--- src/rtl/pool_ctrl.sv ---
// -----------------------------------------------------------------------------
// pool_ctrl
//
// Sequencer for a 2x2 max-pool compare unit. A raster-order stream of signed
// conv results enters through in_valid/in_data/in_ready. Every even row is
// stored in a line buffer. On the following odd row each pair of columns forms
// one 2x2 window, issued to the compare unit as two column words with a
// one-cycle pool_valid strobe. Results coming back on cmp_valid/cmp_data are
// registered to out_valid/out_data and counted. Once every pooled pixel of
// the frame has come back, frame_done pulses for one cycle.
//
// Ports
//   clk        in   clock, all logic on the rising edge
//   rst        in   synchronous active-high reset
//   start      in   one-cycle frame start, honoured only when idle
//   in_valid   in   input pixel valid
//   in_data    in   DATA_W signed input pixel
//   in_ready   out  pixel accepted when in_valid && in_ready
//   pool_valid out  one-cycle window strobe to the compare unit
//   pool_x1    out  left column  {top, bottom}, top in the upper DATA_W bits
//   pool_x2    out  right column {top, bottom}
//   cmp_valid  in   compare unit result valid
//   cmp_data   in   DATA_W signed maximum from the compare unit
//   out_valid  out  pooled pixel valid
//   out_data   out  DATA_W pooled pixel
//   busy       out  frame in progress (start accepted, frame_done not yet)
//   frame_done out  one-cycle pulse after the last pooled pixel
//
// Optional feature: define POOL_CTRL_RELU_EN to clamp negative pooled pixels
// to zero on out_data. Default build passes cmp_data through unchanged.
// -----------------------------------------------------------------------------
module pool_ctrl #(
  parameter int DATA_W = 22,
  parameter int IMG_W  = 24,
  parameter int IMG_H  = 24,
  parameter int COL_W  = 5,
  parameter int ROW_W  = 5
) (
  input  logic                     clk,
  input  logic                     rst,
  input  logic                     start,
  input  logic                     in_valid,
  input  logic signed [DATA_W-1:0] in_data,
  output logic                     in_ready,
  output logic                     pool_valid,
  output logic [2*DATA_W-1:0]      pool_x1,
  output logic [2*DATA_W-1:0]      pool_x2,
  input  logic                     cmp_valid,
  input  logic signed [DATA_W-1:0] cmp_data,
  output logic                     out_valid,
  output logic signed [DATA_W-1:0] out_data,
  output logic                     busy,
  output logic                     frame_done
);

  localparam int CNT_W = COL_W + ROW_W;

  localparam logic [COL_W-1:0] COL_LAST  = COL_W'(IMG_W - 1);
  // Row counter holds the index of the even row of the current row pair.
  localparam logic [ROW_W-1:0] ROW_LAST  = ROW_W'(IMG_H - 2);
  localparam logic [CNT_W-1:0] RES_TOTAL = CNT_W'((IMG_W / 2) * (IMG_H / 2));

  typedef enum logic [2:0] {
    S_IDLE,
    S_EVEN,
    S_ODD,
    S_DRAIN,
    S_DONE
  } state_e;

  state_e                     state_q, state_d;
  logic [COL_W-1:0]           col_q, col_d;
  logic [ROW_W-1:0]           row_q, row_d;
  logic [CNT_W-1:0]           cnt_q, cnt_d;
  logic signed [DATA_W-1:0]   bot_left_q, bot_left_d;
  logic                       pool_valid_q, pool_valid_d;
  logic [2*DATA_W-1:0]        pool_x1_q, pool_x1_d;
  logic [2*DATA_W-1:0]        pool_x2_q, pool_x2_d;
  logic                       out_valid_q, out_valid_d;
  logic signed [DATA_W-1:0]   out_data_q, out_data_d;

  logic [DATA_W-1:0]          linebuf_q [IMG_W];

  logic                       accept;
  logic [COL_W-1:0]           col_even;
  logic [DATA_W-1:0]          top_left;
  logic [DATA_W-1:0]          top_right;

  assign in_ready   = (state_q == S_EVEN) || (state_q == S_ODD);
  assign busy       = in_ready || (state_q == S_DRAIN);
  assign frame_done = (state_q == S_DONE);
  assign accept     = in_valid && in_ready;

  // Top row of the current window: the even column of the pair and the
  // column under the current pixel.
  assign col_even  = col_q & ~COL_W'(1);
  assign top_left  = linebuf_q[col_even];
  assign top_right = linebuf_q[col_q];

  assign pool_valid = pool_valid_q;
  assign pool_x1    = pool_x1_q;
  assign pool_x2    = pool_x2_q;
  assign out_valid  = out_valid_q;
  assign out_data   = out_data_q;

  always_comb begin
    // NOTE: every signal gets a default before any branch, so no path leaves
    // a variable unassigned and no latch is inferred.
    state_d      = state_q;
    col_d        = col_q;
    row_d        = row_q;
    cnt_d        = cnt_q;
    bot_left_d   = bot_left_q;
    pool_valid_d = 1'b0;
    pool_x1_d    = pool_x1_q;
    pool_x2_d    = pool_x2_q;
    out_valid_d  = 1'b0;
    out_data_d   = out_data_q;

    // Results may arrive while later rows still stream or while draining;
    // outside a frame they are dropped.
    if (busy && cmp_valid) begin
      cnt_d       = cnt_q + CNT_W'(1);
      out_valid_d = 1'b1;
`ifdef POOL_CTRL_RELU_EN
      out_data_d  = cmp_data[DATA_W-1] ? '0 : cmp_data;
`else
      out_data_d  = cmp_data;
`endif
    end

    unique case (state_q)
      S_IDLE: begin
        if (start) begin
          state_d = S_EVEN;
          col_d   = '0;
          row_d   = '0;
          cnt_d   = '0;
        end
      end

      S_EVEN: begin
        if (accept) begin
          if (col_q == COL_LAST) begin
            col_d   = '0;
            state_d = S_ODD;
          end else begin
            col_d = col_q + COL_W'(1);
          end
        end
      end

      S_ODD: begin
        if (accept) begin
          if (!col_q[0]) begin
            bot_left_d = in_data;
          end else begin
            pool_valid_d = 1'b1;
            pool_x1_d    = {top_left, bot_left_q};
            pool_x2_d    = {top_right, in_data};
          end
          if (col_q == COL_LAST) begin
            col_d   = '0;
            row_d   = row_q + ROW_W'(2);
            state_d = (row_q == ROW_LAST) ? S_DRAIN : S_EVEN;
          end else begin
            col_d = col_q + COL_W'(1);
          end
        end
      end

      // The registered count is compared, so a result arriving on the cycle
      // the count completes is counted first and DONE follows a cycle later.
      S_DRAIN: begin
        if (cnt_q == RES_TOTAL) begin
          state_d = S_DONE;
        end
      end

      S_DONE: begin
        state_d = S_IDLE;
      end

      default: begin
        state_d = S_IDLE;
      end
    endcase
  end

  // NOTE: sequential state uses non-blocking assignments so every register
  // samples the pre-edge values, independent of statement order.
  always_ff @(posedge clk) begin
    if (rst) begin
      state_q      <= S_IDLE;
      col_q        <= '0;
      row_q        <= '0;
      cnt_q        <= '0;
      bot_left_q   <= '0;
      pool_valid_q <= 1'b0;
      pool_x1_q    <= '0;
      pool_x2_q    <= '0;
      out_valid_q  <= 1'b0;
      out_data_q   <= '0;
    end else begin
      state_q      <= state_d;
      col_q        <= col_d;
      row_q        <= row_d;
      cnt_q        <= cnt_d;
      bot_left_q   <= bot_left_d;
      pool_valid_q <= pool_valid_d;
      pool_x1_q    <= pool_x1_d;
      pool_x2_q    <= pool_x2_d;
      out_valid_q  <= out_valid_d;
      out_data_q   <= out_data_d;
    end
  end

  // NOTE: the line buffer is deliberately not reset; each entry is written
  // during the even row before the odd row reads it, so stale contents are
  // never used and the array can map onto plain RAM.
  always_ff @(posedge clk) begin
    if (state_q == S_EVEN && accept) begin
      linebuf_q[col_q] <= in_data;
    end
  end

endmodule

--- config.mk ---
export PLATFORM = sky130hd
export DESIGN_NAME = pool_ctrl
export DESIGN_NICKNAME = d
export VERILOG_FILES = /design/src/rtl/pool_ctrl.sv
export SDC_FILE = /design/constraint.sdc
export NUM_CORES = 1
export LEC_CHECK = 0
export ABC_CLOCK_PERIOD_IN_PS = 2600
export BUFFER_PORTS_ARGS = -buffer_cell sky130_fd_sc_hd__buf_2
export CAP_MARGIN = 30
export CORE_ASPECT_RATIO = 0.6
export CORE_MARGIN = 1
export CORE_UTILIZATION = 45
export CTS_BUF_LIST = sky130_fd_sc_hd__clkbuf_16
export DETAILED_ROUTE_END_ITERATION = 8
export PLACE_DENSITY_LB_ADDON = 0.3
export RECOVER_POWER = 100
export SYNTH_ARGS = -nofsm -noshare
export SYNTH_HDL_FRONTEND = slang
export SYNTH_SLANG_ARGS = --single-unit
--- constraint.sdc ---
create_clock -name clk -period 2.6 [get_ports clk]
set_input_delay 0.26 -clock clk [delete_from_list [all_inputs] [get_ports clk]]
set_output_delay 0.26 -clock clk [all_outputs]
set_load 0.05 [all_outputs]
# [Yosys cells after proc, flatten, opt, wreduce, memory -nomap -nowiden]
# Memories as Yosys holds them, arrays and structs flattened. A register that Yosys moved wholly into a read port is not among the register bits.
# Cells that the tools add are included.
# Widths: inputs -> output; s select.
[op_classes] add_sub_neg=3 mul=0 div_mod_pow=0 order_cmp=0 eq_ne=14 n_shift=0 mux=22 bitwise_logic=3 n_reduce_logical=15
[op_table] op="$mux 10" count=3
[op_table] op="$mux 5" count=5
[op_table] op="$pmux 5 s2" count=2
[op_table] op="$mux 3" count=6
[op_table] op="$pmux 3 s4" count=1
[op_table] op="$add 10x1->10 const B" count=1
[op_table] op="$eq 10x8->1 const B" count=1
[op_table] op="$eq 5x5->1 const B" count=2
[op_table] op="$reduce_and 3->1" count=3
[op_table] op="$ne 2x1->1 const B" count=4
[op_table] op="$eq 3x2->1 const B" count=2
[op_table] op="$ne 2x2->1 const B" count=3
[op_table] op="$reduce_and 6->1" count=1
[op_table] op="$add 5x1->5 const B" count=1
[op_table] op="$add 5x2->5 const B" count=1
[op_table] op="$mux 1" count=4
[op_table] op="$reduce_and 4->1" count=1
[op_table] op="$reduce_bool 2->1" count=2
[op_table] op="$eq 3x1->1 const B" count=1
[op_table] op="$eq 3x3->1 const B" count=1
[op_table] op="$logic_and 1x1->1" count=3
[op_table] op="$logic_not 3->1" count=1
[op_table] op="$not 1->1" count=3
[op_table] op="$reduce_or 3->1" count=1
[op_table] op="3 further kinds" count=4
[word_totals] reg_bits=157 latch_bits=0 ramBits=528 rom_bits=0 out_inout_bits=115 wordCells=68 mem_count=1
[mem_list] name="linebuf_q" depth=24 word_bits=22 rd=2 rd_ports_with_merged_regs=2 write_ports=1 line_no="82" source="logic [DATA_W-1:0] linebuf_q [IMG_W];"

# [Longest topological paths before layout]
[logic_depth] depth_word=7 ltp_mapped=9 ltp_nobuf=5

# [Least setup slack after synthesis]
# OpenSTA, ideal clock, no wires.
[synth_path] path_kind="flip-flop to flip-flop" from="register col_q[1]" to="memory linebuf_q[5][0] (enable)" setup_ps=401 arrival_time_ps=2373 t_required_ps=2199 setup_slack_ps=-174 stages_incl_launch_ff=9 path_buffers=4 period_less_slack_ps=2774 path_cell_list="dfxtp_1 buf_2 buf_4 buf_4 buf_4 inv_1 ha_1 nand2_1 nor2_1"
[synth_rtl] element="start: declaration" line_no="72" source="logic [COL_W-1:0] col_q, col_d;"
[synth_rtl] element="start signal: assignment" line_no="206" source="col_q <= col_d;"
[synth_rtl] element="end: declaration" line_no="82"
# No word-level cell before the write port.

# [Worst setup path after layout]
[layout_path] from="register state_q[1]" to="output in_ready"
[layout_between] elab_chain_len=2 elab_cells_between_ends=3 classes_between="eq/ne (2); reduce/logical (1)"
[layout_lines] element="start: declaration" line_no="71" source="state_e state_q, state_d;"
[layout_lines] element="start signal: assignment" line_no="205" source="state_q <= state_d;"
[layout_lines] element="$eq 3x1->1 / $eq 3x2->1 (equally long branches)" line_no="89" source="assign in_ready = (state_q == S_EVEN) || (state_q == S_ODD);"
[layout_lines] element="$logic_or 1x1->1 (*)" line_no="89"
[layout_lines] element="end: declaration" line_no="44" source="output logic in_ready,"
# Mark *: on every way between the ends. The rest lies on a longest branch, timed or not.

==> impl_metrics.toml <==
[status]
status = "finished with violations"
violations = "capacitance limit, slew limit"

[timing]
fmax_mhz = 400.6
slew_headroom = -0.2455
rsz0062_at_grt = "false"
hold_slack_ns = 0.04505
final.min_clock_period_ns = 2.496
skew_ns = 0.02662
setup_viol = 0
worst_slew_pin_slew_ns = 1.868
slew_violations = 313
post-route-period-util = 0.9601
hold_violations = 0

[setup_path]
endpoint_kind = "output pin"
critical_path_class = "register to output pin"
crit_fanout = 11
arrival_ns = 2.24
start_kind = "register"
crit_required_ns = 2.34

[final_layout]
nNetsFinal = 2047
area_growth_pct = 15.11
n_fill_cell = 4685
register_area_mm2 = 0.01898
final_common_cell = "edfxtp_1"
n_antenna_cell = 0
final_area_mm2 = 0.02989
multi_input_area_mm2 = 0.006407
utilization = 0.5298
drive_gt1_frac = 0.1146
final_cell_mix = "edfxtp_1, nand2_1, mux2i_1, dfxtp_1, clkbuf_1"
stdcell_count = 2800

[global_route]
overflow = 0
first_global_vias = 15230
grt_max_degree = 84
antenna_found_initial = 2
track_usage = 0.2189
grt_pass1_wl_um = 96210

[drt]
first_iter_violations = 1605
dr_total_vias = 15730
wl_per_cell_um = 23.26
drtPass1Iterations = 5
drcViolationCount = 0
avgViaCountPerCell = 5.619
wl_um = 65120
ant_nets = 0

[logic_synthesis]
ys.warnings.count = 0
synth_cells = 1758
synth_flop_cell = "edfxtp_1"
syn_nets = 1814
seq_area_frac_synth = 0.7309
synth_edf_count = 528
ys_ff_latch = 684
syn-cell-area_mm2 = 0.02596
ys_types = 52
synthArstFlopShare = 0
synth_area_per_cell_um2 = 14.77

[floorplan]
coreArea_mm2 = 0.05642
initial_core_util = 0.4602
die_x_um = 312.1
die_h_um = 188.1
die_area_mm2 = 0.05870
fp-row-count = 67
pin_count = 164

[power_and_ir_drop]
p_leak_nw = 9.234
power.total_mw = 20.92
cellPowerDensity_mw_per_mm2 = 700.0
vdd_drop_max_mv = 0.6679

[clock_network]
cts_sinks = 684
cts.repair.resized = 0
cts.clk_slew.worst_paths_ns = 0.06
insertion_delay_ns = 0.62
clock_path_buffers = 3
cts_setup_buffers = 0
cts_root_buffer = "clkbuf_16"
cts_buffers = 59
cts_max_level = 2
tritoncts = "done"

[place]
place_congestion = 0.8456
dp_hpwl_um = 38980
port_buffers = 163
place_area_mm2 = 0.02822
place_inst = 2664

[flow_run]
max_cap_viol_count = 15

[hold_path]
hold_class = "input pin to register"
## per-stage QoR
step | TNS [ns] | worst slack (ns)
2_1_floorplan | -64.94 | -0.1736
3_3_place_gp | 0 | 0.2970
3_5_place_dp | 0 | 0.2031
4_1_cts | 0 | 0.1746
5_1_grt | 0 | 0.04766
6_report | 0 | 0.1038
## final timing paths
check	startpoint	end	slack (ns)	depth (start not counted)
max reg2reg	state_q[0]	linebuf_q[0][5]	0.15	6
max	state_q[1]	in_ready	0.10	4
min	cmp_valid	cnt_q[6]	0.05	4
min reg2reg	state_q[2]	state_q[2]	0.45	1
## worst max-delay path: stages, from the launching register on
cell and delay [ns]:
dfxtp_1 0.38, buf_4 0.20, xor2_1 0.29, and2_1 0.37, clkbuf_2 0.37
## state kept, by name (all words and copies together), names as in the netlist
| signal | count |
|---|---|
| out_data | 22 |
| state_q | 3 |
| out_valid | 1 |
| col_q | 5 |
| cnt_q | 10 |
| pool_x2 | 44 |
| bot_left_q | 22 |
| pool_valid | 1 |
| linebuf_q | 528 |
| row_q | 4 |
| pool_x1 | 44 |
## kinds of logic (layout without fill, tap and decap cells)
logic type | count (synthesis) | in the layout | synth area share
AO/OA/AOI/OAI | 321 | 321 | 0.07368
XOR/XNOR | 7 | 7 | 0.002361
adder cells (fa/ha/maj) | 7 | 7 | 0.003373
buffers and inverters | 127 | 409 | 0.02255
flip-flops | 684 | 684 | 0.7309
multiplexers | 244 | 244 | 0.1057
AND/OR/NAND/NOR | 368 | 369 | 0.06139
## per-layer routing
metal | share of wire | vias up | routed length, um | GRT usage
met2 | 0.42 | 631 | 27560 | 0.3146
met3 | 0.090 | 84 | 5873 | 0.05143
met4 | 0.018 | 0 | 1144 | 0.04449
met5 | 0 | - | 0 | 0
met1 | 0.47 | 7898 | 30540 | 0.3375
li1 | - | 7120 | - | -
## where the power goes
part	total (mW)	internal, mW	switching (mW)
sequential	11.8	11.8	0.0173
clock	8.48	4.63	3.85
combinational	0.631	0.156	0.475
total	20.9	16.6	4.34
## Yosys cell counts, types with 3 or more instances
library cell / instances / area [um2]
edfxtp_1: 528 / 15860
mux2i_1: 218 / 2182
nand2_1: 218 / 818.3
dfxtp_1: 156 / 3123
a21oi_1: 141 / 705.7
nor2_1: 74 / 277.8
clkbuf_1: 69 / 259.0
o22ai_1: 66 / 412.9
o21ai_0: 55 / 275.3
buf_2: 33 / 165.2
mux4_2: 24 / 540.5
nor4_1: 22 / 137.6
a22oi_1: 21 / 157.7
a2111oi_0: 16 / 140.1
inv_1: 8 / 30.03
nand3_1: 8 / 40.04
and2_1: 7 / 43.79
buf_6: 7 / 78.83
ha_1: 7 / 87.58
or3_1: 7 / 43.79
a2111oi_2: 6 / 90.09
buf_1: 6 / 22.52
nand4_1: 6 / 37.54
xor2_1: 6 / 52.55
buf_4: 4 / 30.03
a311oi_1: 3 / 26.28
nand3b_1: 3 / 22.52
nor2b_1: 3 / 18.77
nor3_1: 3 / 15.01
or3b_2: 3 / 26.28
## cell type report
class                   count  share of cell area
clock buffers              61             0.05107
clock inverters            50             0.01118
repair buffers            290             0.05539
inverters                   8            0.001005
multi-input cells         948              0.2144
flip-flops and latches    684              0.6352
well taps                 759             0.03177
## timing repair
| action | CTS | global route |
|---|---|---|
| setup endpoints to repair | 0 | 1 |
| endpoints found under the hold margin | 33 | 0 |
| hold buffers | 24 | 0 |
(Power assumes the default switching activity.)
